===== config.mk =====
export PLATFORM = sky130hd
export DESIGN_NAME = led_reg_ctrl
export DESIGN_NICKNAME = d
export VERILOG_FILES = /design/src/rtl/led_reg_ctrl.sv
export SDC_FILE = /design/constraint.sdc
export NUM_CORES = 1
export LEC_CHECK = 0
export CAP_MARGIN = 20
export CORE_ASPECT_RATIO = 0.9
export CORE_UTILIZATION = 60
export DETAILED_ROUTE_END_ITERATION = 8
export DONT_BUFFER_PORTS = 1
export PLACE_DENSITY = 0.88
export SYNTH_ARGS = -nofsm -noshare
export SYNTH_HDL_FRONTEND = slang
export SYNTH_SLANG_ARGS = --single-unit

===== constraint.sdc =====
create_clock -name clk -period 5.15 [get_ports clk]
set_input_delay 0.7725 -clock clk [delete_from_list [all_inputs] [get_ports clk]]
set_output_delay 0.7725 -clock clk [all_outputs]
set_load 0.05 [all_outputs]

===== src/rtl/led_reg_ctrl.sv =====
// led_reg_ctrl: decodes I2C frames (address, register pointer, data) into an
// LED register file and feeds read-back bytes to the bus transmit path.
module led_reg_ctrl #(
  parameter logic [6:0]  DEV_ADDR = 7'h2A,
  parameter int unsigned NUM_REGS = 16
) (
  input  logic                      clk,
  input  logic                      reset,
  input  logic [7:0]                rx_data,
  input  logic                      rx_valid,
  input  logic                      frame_end,
  input  logic                      tx_ready,
  output logic [7:0]                tx_data,
  output logic                      tx_req,
  output logic                      led_en,
  output logic [(NUM_REGS-1)*8-1:0] duty_flat,
  output logic                      busy
);

  localparam int unsigned PW = $clog2(NUM_REGS);

  typedef enum logic [2:0] {
    ST_IDLE   = 3'd0,
    ST_PTR    = 3'd1,
    ST_WRITE  = 3'd2,
    ST_READ   = 3'd3,
    ST_IGNORE = 3'd4
  } state_t;

  state_t          state_r;
  state_t          state_s;
  state_t          state_n_s;
  logic [PW-1:0]   ptr_r;
  logic [PW-1:0]   ptr_s;
  logic            outst_r;
  logic            tx_req_r;
  logic [7:0]      tx_data_r;
  logic            busy_r;
  logic            wr_en_s;
  logic            ptr_ld_s;
  logic            issue_s;
  logic [7:0]      reg_r [NUM_REGS];

  // Pointer advance; NUM_REGS is a power of two so the add wraps naturally.
  function automatic logic [PW-1:0] ptr_inc(input logic [PW-1:0] p);
    return p + PW'(1'b1);
  endfunction

  // Register 0 only keeps its enable bit; the rest read back as zero.
  function automatic logic [7:0] wr_mask(input logic [PW-1:0] p, input logic [7:0] d);
    if (p == {PW{1'b0}}) begin
      return {7'b000_0000, d[0]};
    end else begin
      return d;
    end
  endfunction

  // Next-state decode and per-cycle access strobes.
  always_comb begin
    state_s  = state_r;
    wr_en_s  = 1'b0;
    ptr_ld_s = 1'b0;
    issue_s  = 1'b0;
    case (state_r)
      ST_IDLE: begin
        if (rx_valid) begin
          if (rx_data[7:1] == DEV_ADDR) begin
            if (rx_data[0]) begin
              state_s = ST_READ;
            end else begin
              state_s = ST_PTR;
            end
          end else begin
            state_s = ST_IGNORE;
          end
        end else begin
          state_s = ST_IDLE;
        end
      end
      ST_PTR: begin
        if (rx_valid) begin
          ptr_ld_s = 1'b1;
          state_s  = ST_WRITE;
        end else begin
          state_s  = ST_PTR;
        end
      end
      ST_WRITE: begin
        if (rx_valid) begin
          wr_en_s = 1'b1;
        end else begin
          wr_en_s = 1'b0;
        end
      end
      ST_READ: begin
        // A STOP in the same cycle closes the frame; no new request then.
        if (tx_ready && !outst_r && !frame_end) begin
          issue_s = 1'b1;
        end else begin
          issue_s = 1'b0;
        end
      end
      ST_IGNORE: begin
        state_s = ST_IGNORE;
      end
      default: begin
        state_s = ST_IDLE;
      end
    endcase
  end

  // STOP returns to IDLE from any state after the current byte is handled.
  assign state_n_s = frame_end ? ST_IDLE : state_s;

  // Pointer next value: load from the pointer byte, else advance per access.
  always_comb begin
    ptr_s = ptr_r;
    if (ptr_ld_s) begin
      ptr_s = rx_data[PW-1:0];
    end else if (wr_en_s || issue_s) begin
      ptr_s = ptr_inc(ptr_r);
    end else begin
      ptr_s = ptr_r;
    end
  end

  // Control state, pointer, transmit handshake and busy flag.
  always_ff @(posedge clk or negedge reset) begin
    if (!reset) begin
      state_r   <= ST_IDLE;
      ptr_r     <= {PW{1'b0}};
      outst_r   <= 1'b0;
      tx_req_r  <= 1'b0;
      tx_data_r <= 8'h00;
      busy_r    <= 1'b0;
    end else begin
      state_r  <= state_n_s;
      ptr_r    <= ptr_s;
      tx_req_r <= issue_s;
      busy_r   <= (state_r != ST_IDLE);
      if (issue_s) begin
        tx_data_r <= reg_r[ptr_r];
      end
      if (frame_end) begin
        outst_r <= 1'b0;
      end else if (issue_s) begin
        outst_r <= 1'b1;
      end else if (!tx_ready) begin
        outst_r <= 1'b0;
      end
    end
  end

  // Register file write port.
  always_ff @(posedge clk or negedge reset) begin
    if (!reset) begin
      for (int k = 0; k < NUM_REGS; k++) begin
        reg_r[k] <= 8'h00;
      end
    end else if (wr_en_s) begin
      reg_r[ptr_r] <= wr_mask(ptr_r, rx_data);
    end
  end

  for (genvar k = 1; k < NUM_REGS; k++) begin : g_duty
    assign duty_flat[(k-1)*8 +: 8] = reg_r[k];
  end

  assign led_en  = reg_r[0][0];
  assign tx_data = tx_data_r;
  assign tx_req  = tx_req_r;
  assign busy    = busy_r;

endmodule


## Word-level counts from Yosys, hierarchy flattened

Index checks and enable logic that the tools add are counted.

- Order comparisons: 2
- Bitwise operators: 1
- $add $sub $neg: 1
- Mux-type cells: 24
- Reduce and logical (&&, ||, !) cells: 11
- Equal/unequal tests: 7

Operators by type and width:

| cell | number |
|---|---|
| 128-bit bitwise mux | 1 |
| 8-bit 2-to-1 mux | 5 |
| 8-bit binary-select mux with 4-bit select | 1 |
| 8-bit demux with 4-bit select | 1 |
| 3-bit one-hot mux with 4 select lines | 1 |
| 3-bit 2-to-1 mux | 3 |
| 1-bit 2-to-1 mux | 8 |
| 4-bit 2-to-1 mux | 2 |
| 7-bit by 6-bit equality test with 1-bit output, second input constant | 1 |
| 3-bit by 2-bit equality test with 1-bit output, second input constant | 2 |
| 5-bit greater-or-equal comparator, second input constant | 1 |
| 5-bit by 1-bit less-than comparator with 1-bit output, second input constant | 1 |
| 4-bit inverter with 5-bit output | 1 |
| 4-bit by 1-bit adder with 4-bit output, second input constant | 1 |
| 4-bit logical NOT | 1 |
| 2-bit 2-to-1 mux | 2 |
| 3-bit by 1-bit equality test with 1-bit output, second input constant | 1 |
| 3-bit equality test, second input constant | 1 |
| 1-bit logical AND | 3 |
| 3-bit logical NOT | 1 |
| 3-bit by 2-bit != test with 1-bit output, second input constant | 1 |
| 3-bit nonzero test | 1 |
| 1-bit logical NOT | 2 |
| 2-bit by 1-bit != test with 1-bit output, second input constant | 1 |
| 3 further kinds | 3 |

- Register bits: 146
- Logic and storage cells: 68
- Input bits: 13

## Depth between registers and ports, before layout

- Word-level depth: 8
- Gate-level depth with buffers: 8
- Depth with buffers taken out: 5

## Least setup slack after synthesis

No wires, ideal clock.

- Path type: register to register
- Start: reg ptr_r[0]
- End: reg reg_r, in the netlist duty_flat[103]
- Stages on the path, launching flop included: 9
- Arrival time: 1896 ps
- Library setup time: 131 ps
- Buffers on the path: 3
- Data required time: 5019 ps
- Setup slack: 3122 ps
- Cells stage by stage: dfrtp_1 > buf_4 > buf_4 > inv_1 > ha_1 > nand2_1 > nand2_1 > clkbuf_1 > o21ai_0

- Word-level cells in the longest chain between the ends: 6
- Elaborated cells on any way between the ends: 10
- Those cells by class: 2 x order compare; 5 x mux; 1 x bitwise; 2 x reduce/logical

Ends and longest elaborated chain:

| item | RTL line | source |
|---|---|---|
| start: declaration | 33 | `logic [PW-1:0] ptr_r;` |
| start signal: assignment | 131 | `ptr_r <= {PW{1'b0}};` |
| start signal: assignment | 138 | `ptr_r <= ptr_s;` |
| 4-bit inverter with 5-bit output (implied by the code) | 161 | `reg_r[ptr_r] <= wr_mask(ptr_r, rx_data);` |
| 5-bit greater-or-equal comparator (implied by the code) or 5-bit by 1-bit less-than comparator with 1-bit output (tied branches) | 161 |  |
| 1-bit logical AND (implied by the code) | 161 |  |
| 8-bit 2-to-1 mux (implied by the code) | 161 |  |
| 8-bit demux with 4-bit select | 161 |  |
| 128-bit bitwise mux (*) | 161 |  |
| end signal: indexed assignment | 161 |  |
| end: declaration | 42 | `logic [7:0] reg_r [NUM_REGS];` |

Every way passes the cells marked *; elsewhere a longest branch is shown, timed or not. The select of a mux whose other input is x is not followed.
A chain may end at the register's enable or synchronous reset.

## Final worst setup path

- Start: reg ptr_r[1]
- End: reg reg_r, in the netlist duty_flat[53]

Same word-level chain as after synthesis.

==> impl_results.html <==
<table>
<tr><th>Metric</th><th>Value</th></tr>
<tr><th colspan="2">Status</th></tr>
<tr><td>Result of the run</td><td>finished, final reports clean</td></tr>
<tr><th colspan="2">CTS</th></tr>
<tr><td>Clock latency on the worst-skew pair</td><td>0.43 ns</td></tr>
<tr><td>Master cell of the clock root buffer</td><td>clkbuf_16</td></tr>
<tr><td>Number of levels in the clock H-tree</td><td>4</td></tr>
<tr><td>Worst-case clock buffer depth</td><td>2</td></tr>
<tr><td>CTS tree</td><td>built</td></tr>
<tr><td>CTS buffer count</td><td>17</td></tr>
<tr><td>CTS clock-pin slew for the worst setup and hold paths</td><td>0.06 ns</td></tr>
<tr><td>CTS hold repair buffers</td><td>0</td></tr>
<tr><td>Total setup buffers inserted after CTS</td><td>0</td></tr>
<tr><td>PostCTS Resize Cnt</td><td>0</td></tr>
<tr><td>Total clock sinks</td><td>146</td></tr>
<tr><th colspan="2">Synth</th></tr>
<tr><td>Fraction of post-synthesis cell area in the top cell type by area</td><td>approximately half</td></tr>
<tr><td>Sequential share of the synthesized area</td><td>48.5%</td></tr>
<tr><td>Cell accounting for the most synthesized area</td><td>dfrtp_1</td></tr>
<tr><td>Asr flop ratio synth</td><td>100%</td></tr>
<tr><td>Number of distinct library cell variants in the gate-level netlist after synthesis</td><td>48</td></tr>
<tr><td>Post-synthesis net count</td><td>694</td></tr>
<tr><td>Synth top cells by count</td><td>146 x dfrtp_1, 122 x buf_4, 119 x nand2_1</td></tr>
<tr><td>Netlist area before placement</td><td>about 0.0075 mm^2</td></tr>
<tr><td>EDFF count, synth</td><td>0</td></tr>
<tr><td>Ranking of synthesized cells by area</td><td>dfrtp_1 49%, buf_4 12%, mux4_2 9.6%, o21ai_0 6.2%, nand2_1 5.9%</td></tr>
<tr><td>Post-synthesis cell count</td><td>677</td></tr>
<tr><td>Post-synth top flop</td><td>dfrtp_1</td></tr>
<tr><td>Most numerous cell in the Yosys netlist</td><td>dfrtp_1</td></tr>
<tr><td>Post-Synthesis Mean Instance Area</td><td>between 10 and 15 um^2</td></tr>
<tr><td>Register bit count reported by yosys</td><td>146</td></tr>
<tr><td>Yosys warning count</td><td>0</td></tr>
<tr><th colspan="2">Route</th></tr>
<tr><td>Number of nets still failing antenna checks after routing</td><td>0</td></tr>
<tr><td>Iteration-0 DRC count of the detailed router</td><td>396</td></tr>
<tr><td>Number of iterations in the first detailed-routing pass</td><td>5</td></tr>
<tr><td>Aggregate routed wire length</td><td>18.2 mm</td></tr>
<tr><td>Met1 Wirelength</td><td>approximately 6.6 mm</td></tr>
<tr><td>Max layer used</td><td>met4</td></tr>
<tr><td>Avg WL per Cell</td><td>25.7 um</td></tr>
<tr><td>Via count</td><td>between 4,000 and 5,000</td></tr>
<tr><td>Post-DR vias/cell</td><td>~6.5</td></tr>
<tr><td>Metal3 WL</td><td>2.42 mm</td></tr>
<tr><td>Met2 Wirelength</td><td>~8.8 mm</td></tr>
<tr><td>Number of remaining DRC errors</td><td>0</td></tr>
<tr><th colspan="2">Global routing</th></tr>
<tr><td>Vias in the first global route</td><td>4,719</td></tr>
<tr><td>Maximum number of pins on one net before global-route repair</td><td>between 100 and 150</td></tr>
<tr><td>Global-route wire length before repair</td><td>28.2 mm</td></tr>
<tr><td>Overall fraction of global-route tracks in use</td><td>30.3%</td></tr>
<tr><td>Initial antenna violation count</td><td>0</td></tr>
<tr><td>Overflow left after global routing</td><td>0</td></tr>
<tr><th colspan="2">STA</th></tr>
<tr><td>Worst Slack Setup Final</td><td>about 2.6 ns</td></tr>
<tr><td>Period utilization</td><td>between 50% and 60%</td></tr>
<tr><td>Worst relative slew slack</td><td>between 40% and 50%</td></tr>
<tr><td>Maximum clock skew at final layout</td><td>between 0.01 and 0.015 ns</td></tr>
<tr><td>Clock period minus final worst setup slack</td><td>roughly 2.6 ns</td></tr>
<tr><td>Final Slew Violations</td><td>0</td></tr>
<tr><td>Setup repair after global routing missed its margin</td><td>false</td></tr>
<tr><td>Final setup violation count</td><td>0</td></tr>
<tr><td>Worst Tran Pin Value</td><td>0.883 ns</td></tr>
<tr><td>Final hold viol count</td><td>0</td></tr>
<tr><td>Fmax</td><td>386 MHz</td></tr>
<tr><td>Summed negative setup slack over all endpoints</td><td>0 ns</td></tr>
<tr><th colspan="2">Setup path</th></tr>
<tr><td>Critical path launch point</td><td>ptr_r[1]</td></tr>
<tr><td>RR Startpoint</td><td>ptr_r[1]</td></tr>
<tr><td>Arr. time, crit path</td><td>2.90 ns</td></tr>
<tr><td>Critical path peak fanout</td><td>15</td></tr>
<tr><td>Kind of end point of the critical path</td><td>register</td></tr>
<tr><td>Critical Path RT</td><td>roughly 5.5 ns</td></tr>
<tr><td>Kind of launch point of the worst setup path</td><td>register</td></tr>
<tr><td>Crit Path Category</td><td>reg -&gt; reg</td></tr>
<tr><th colspan="2">Cells and area</th></tr>
<tr><td>Proportion of layout cells with a drive suffix above 1</td><td>19.1%</td></tr>
<tr><td>Nets@finish</td><td>~560</td></tr>
<tr><td>Final standard cell count with taps included and fillers excluded</td><td>711</td></tr>
<tr><td>Diode count</td><td>0</td></tr>
<tr><td>Util after Layout</td><td>between 50 and 60%</td></tr>
<tr><td>Signed area change from the synthesized netlist to the final layout</td><td>-3.87%</td></tr>
<tr><th colspan="2">Die</th></tr>
<tr><td>Full die area</td><td>0.0130 mm^2</td></tr>
<tr><td>Height of the die</td><td>108 um</td></tr>
<tr><td>Die outline width</td><td>120 um</td></tr>
<tr><td>Std-Cell Core Area</td><td>0.0121 mm^2</td></tr>
<tr><td>FP Rows</td><td>38</td></tr>
<tr><td>Starting utilization of the core area</td><td>62.1%</td></tr>
<tr><td>Top-level I/O count</td><td>~140</td></tr>
<tr><th colspan="2">Power and ir drop</th></tr>
<tr><td>Power per unit of standard cell area</td><td>approximately 350 mW/mm^2</td></tr>
<tr><td>Peak ir drop on the vdd network</td><td>between 0.2 and 0.3 mV</td></tr>
<tr><td>Leakage dissipation</td><td>around 3.1 nW</td></tr>
<tr><td>PnR Total Power</td><td>2.53 mW</td></tr>
<tr><th colspan="2">Worst hold path</th></tr>
<tr><td>Class of the tightest hold or removal check</td><td>in -&gt; async</td></tr>
<tr><th colspan="2">Place</th></tr>
<tr><td>Number of I/O port buffers</td><td>0</td></tr>
<tr><td>Routability Congestion</td><td>about 0.90</td></tr>
<tr><td>Number of instances in the placed design</td><td>679</td></tr>
<tr><td>Setup WS pre-CTS</td><td>2.66 ns</td></tr>
<tr><td>HPWL Detailed</td><td>12.6 mm</td></tr>
<tr><th colspan="2">Job</th></tr>
<tr><td>Max-capacitance violation count</td><td>0</td></tr>
</table>
==> logic make-up (layout without fill, tap and decap cells) <==
family	after synthesis	in the layout	synth area share [%]
multiplexers	57	57	13.2
buffers and inverters	164	38	15.5
adder cells (fa/ha/maj)	4	4	0.665
XOR/XNOR	1	1	0.116
AND/OR/NAND/NOR	173	173	11.9
AO/OA/AOI/OAI	132	132	10.1
flip-flops	146	146	48.5
==> worst paths after layout <==
check                                end  cells after the start  slack, ns
setup / recovery           duty_flat[53]                      5       2.56
hold / removal             duty_flat[32]                      0       0.03
setup reg to reg           duty_flat[53]                      5       2.56
hold reg to reg               reg_r[124]                      1       0.48
max in group asynchronous       ptr_r[0]                      0       4.89
min in group clk              state_r[2]                      1       0.40
==> cell type report <==
type                            count  area [um^2]
Fill cell                         938         4890
Sequential cell                   146         3650
Multi-Input combinational cell    367         2710
Clock buffer                       19          433
Tap cell                          160          200
Clock inverter                     12          184
Timing Repair Buffer                4         47.5
Inverter                            3         11.3
==> sequential cells by signal (all words and copies together), names as in the netlist <==
| register | cells |
|---|---|
| outst_r | 1 |
| state_r | 3 |
| busy | 1 |
| reg_r | 7 |
| duty_flat | 120 |
| tx_req | 1 |
| led_en | 1 |
| tx_data | 8 |
| ptr_r | 4 |
==> critical path, cell delays in order (launching register included) <==
cell	delay, ns
dfrtp_1	0.75
inv_1	0.18
ha_1	0.40
nand2_1	0.25
nand2_1	0.44
o21ai_0	0.44
==> per-layer routing <==
layer | global-route usage, % | up-vias
li1 | - | 1950
met1 | 35.0 | 2334
met2 | 48.9 | 287
met3 | 14.9 | 50
met4 | 11.3 | 0
met5 | 0 | -
==> where the power goes <==
| group | total [mW] | internal [mW] | switching, mW |
|---|---|---|---|
| registers | 1.17 | 1.15 | 0.0159 |
| logic | 0.0606 | 0.0182 | 0.0424 |
| clock network | 1.30 | 0.811 | 0.493 |
==> per-stage QoR <==
step,area (um^2),hold slack (ns)
6_report,7240,0.0342
2_1_floorplan,7530,0.449
5_1_grt,7240,0.0128
3_3_place_gp,6590,0.465
4_1_cts,7230,0.0293
3_5_place_dp,6610,0.472
==> placed cells by master (no fill, tap or decap), drive strengths merged <==
| master | instances |
|---|---|
| a211o | 1 |
| a211oi | 1 |
| a21oi | 3 |
| a221oi | 8 |
| a311oi | 1 |
| a41o | 1 |
| and2 | 8 |
| and2b | 2 |
| and4bb | 1 |
| buf | 4 |
| bufinv | 4 |
| clkbuf | 19 |
| clkinv | 4 |
| clkinvlp | 2 |
| dfrtp | 146 |
| ha | 4 |
| inv | 5 |
| mux2 | 16 |
| mux2i | 9 |
| mux4 | 32 |
| nand2 | 119 |
| nand2b | 1 |
| nand3 | 15 |
| nand4 | 4 |
| nand4b | 1 |
| nor2 | 12 |
| nor2b | 1 |
| nor3 | 2 |
| nor3b | 1 |
| nor4 | 1 |
| nor4bb | 1 |
| o21ai | 107 |
| o21bai | 1 |
| o22ai | 9 |
| or2 | 2 |
| or3 | 2 |
| xnor2 | 1 |
Note: power is estimated with default switching activity, not from simulation.
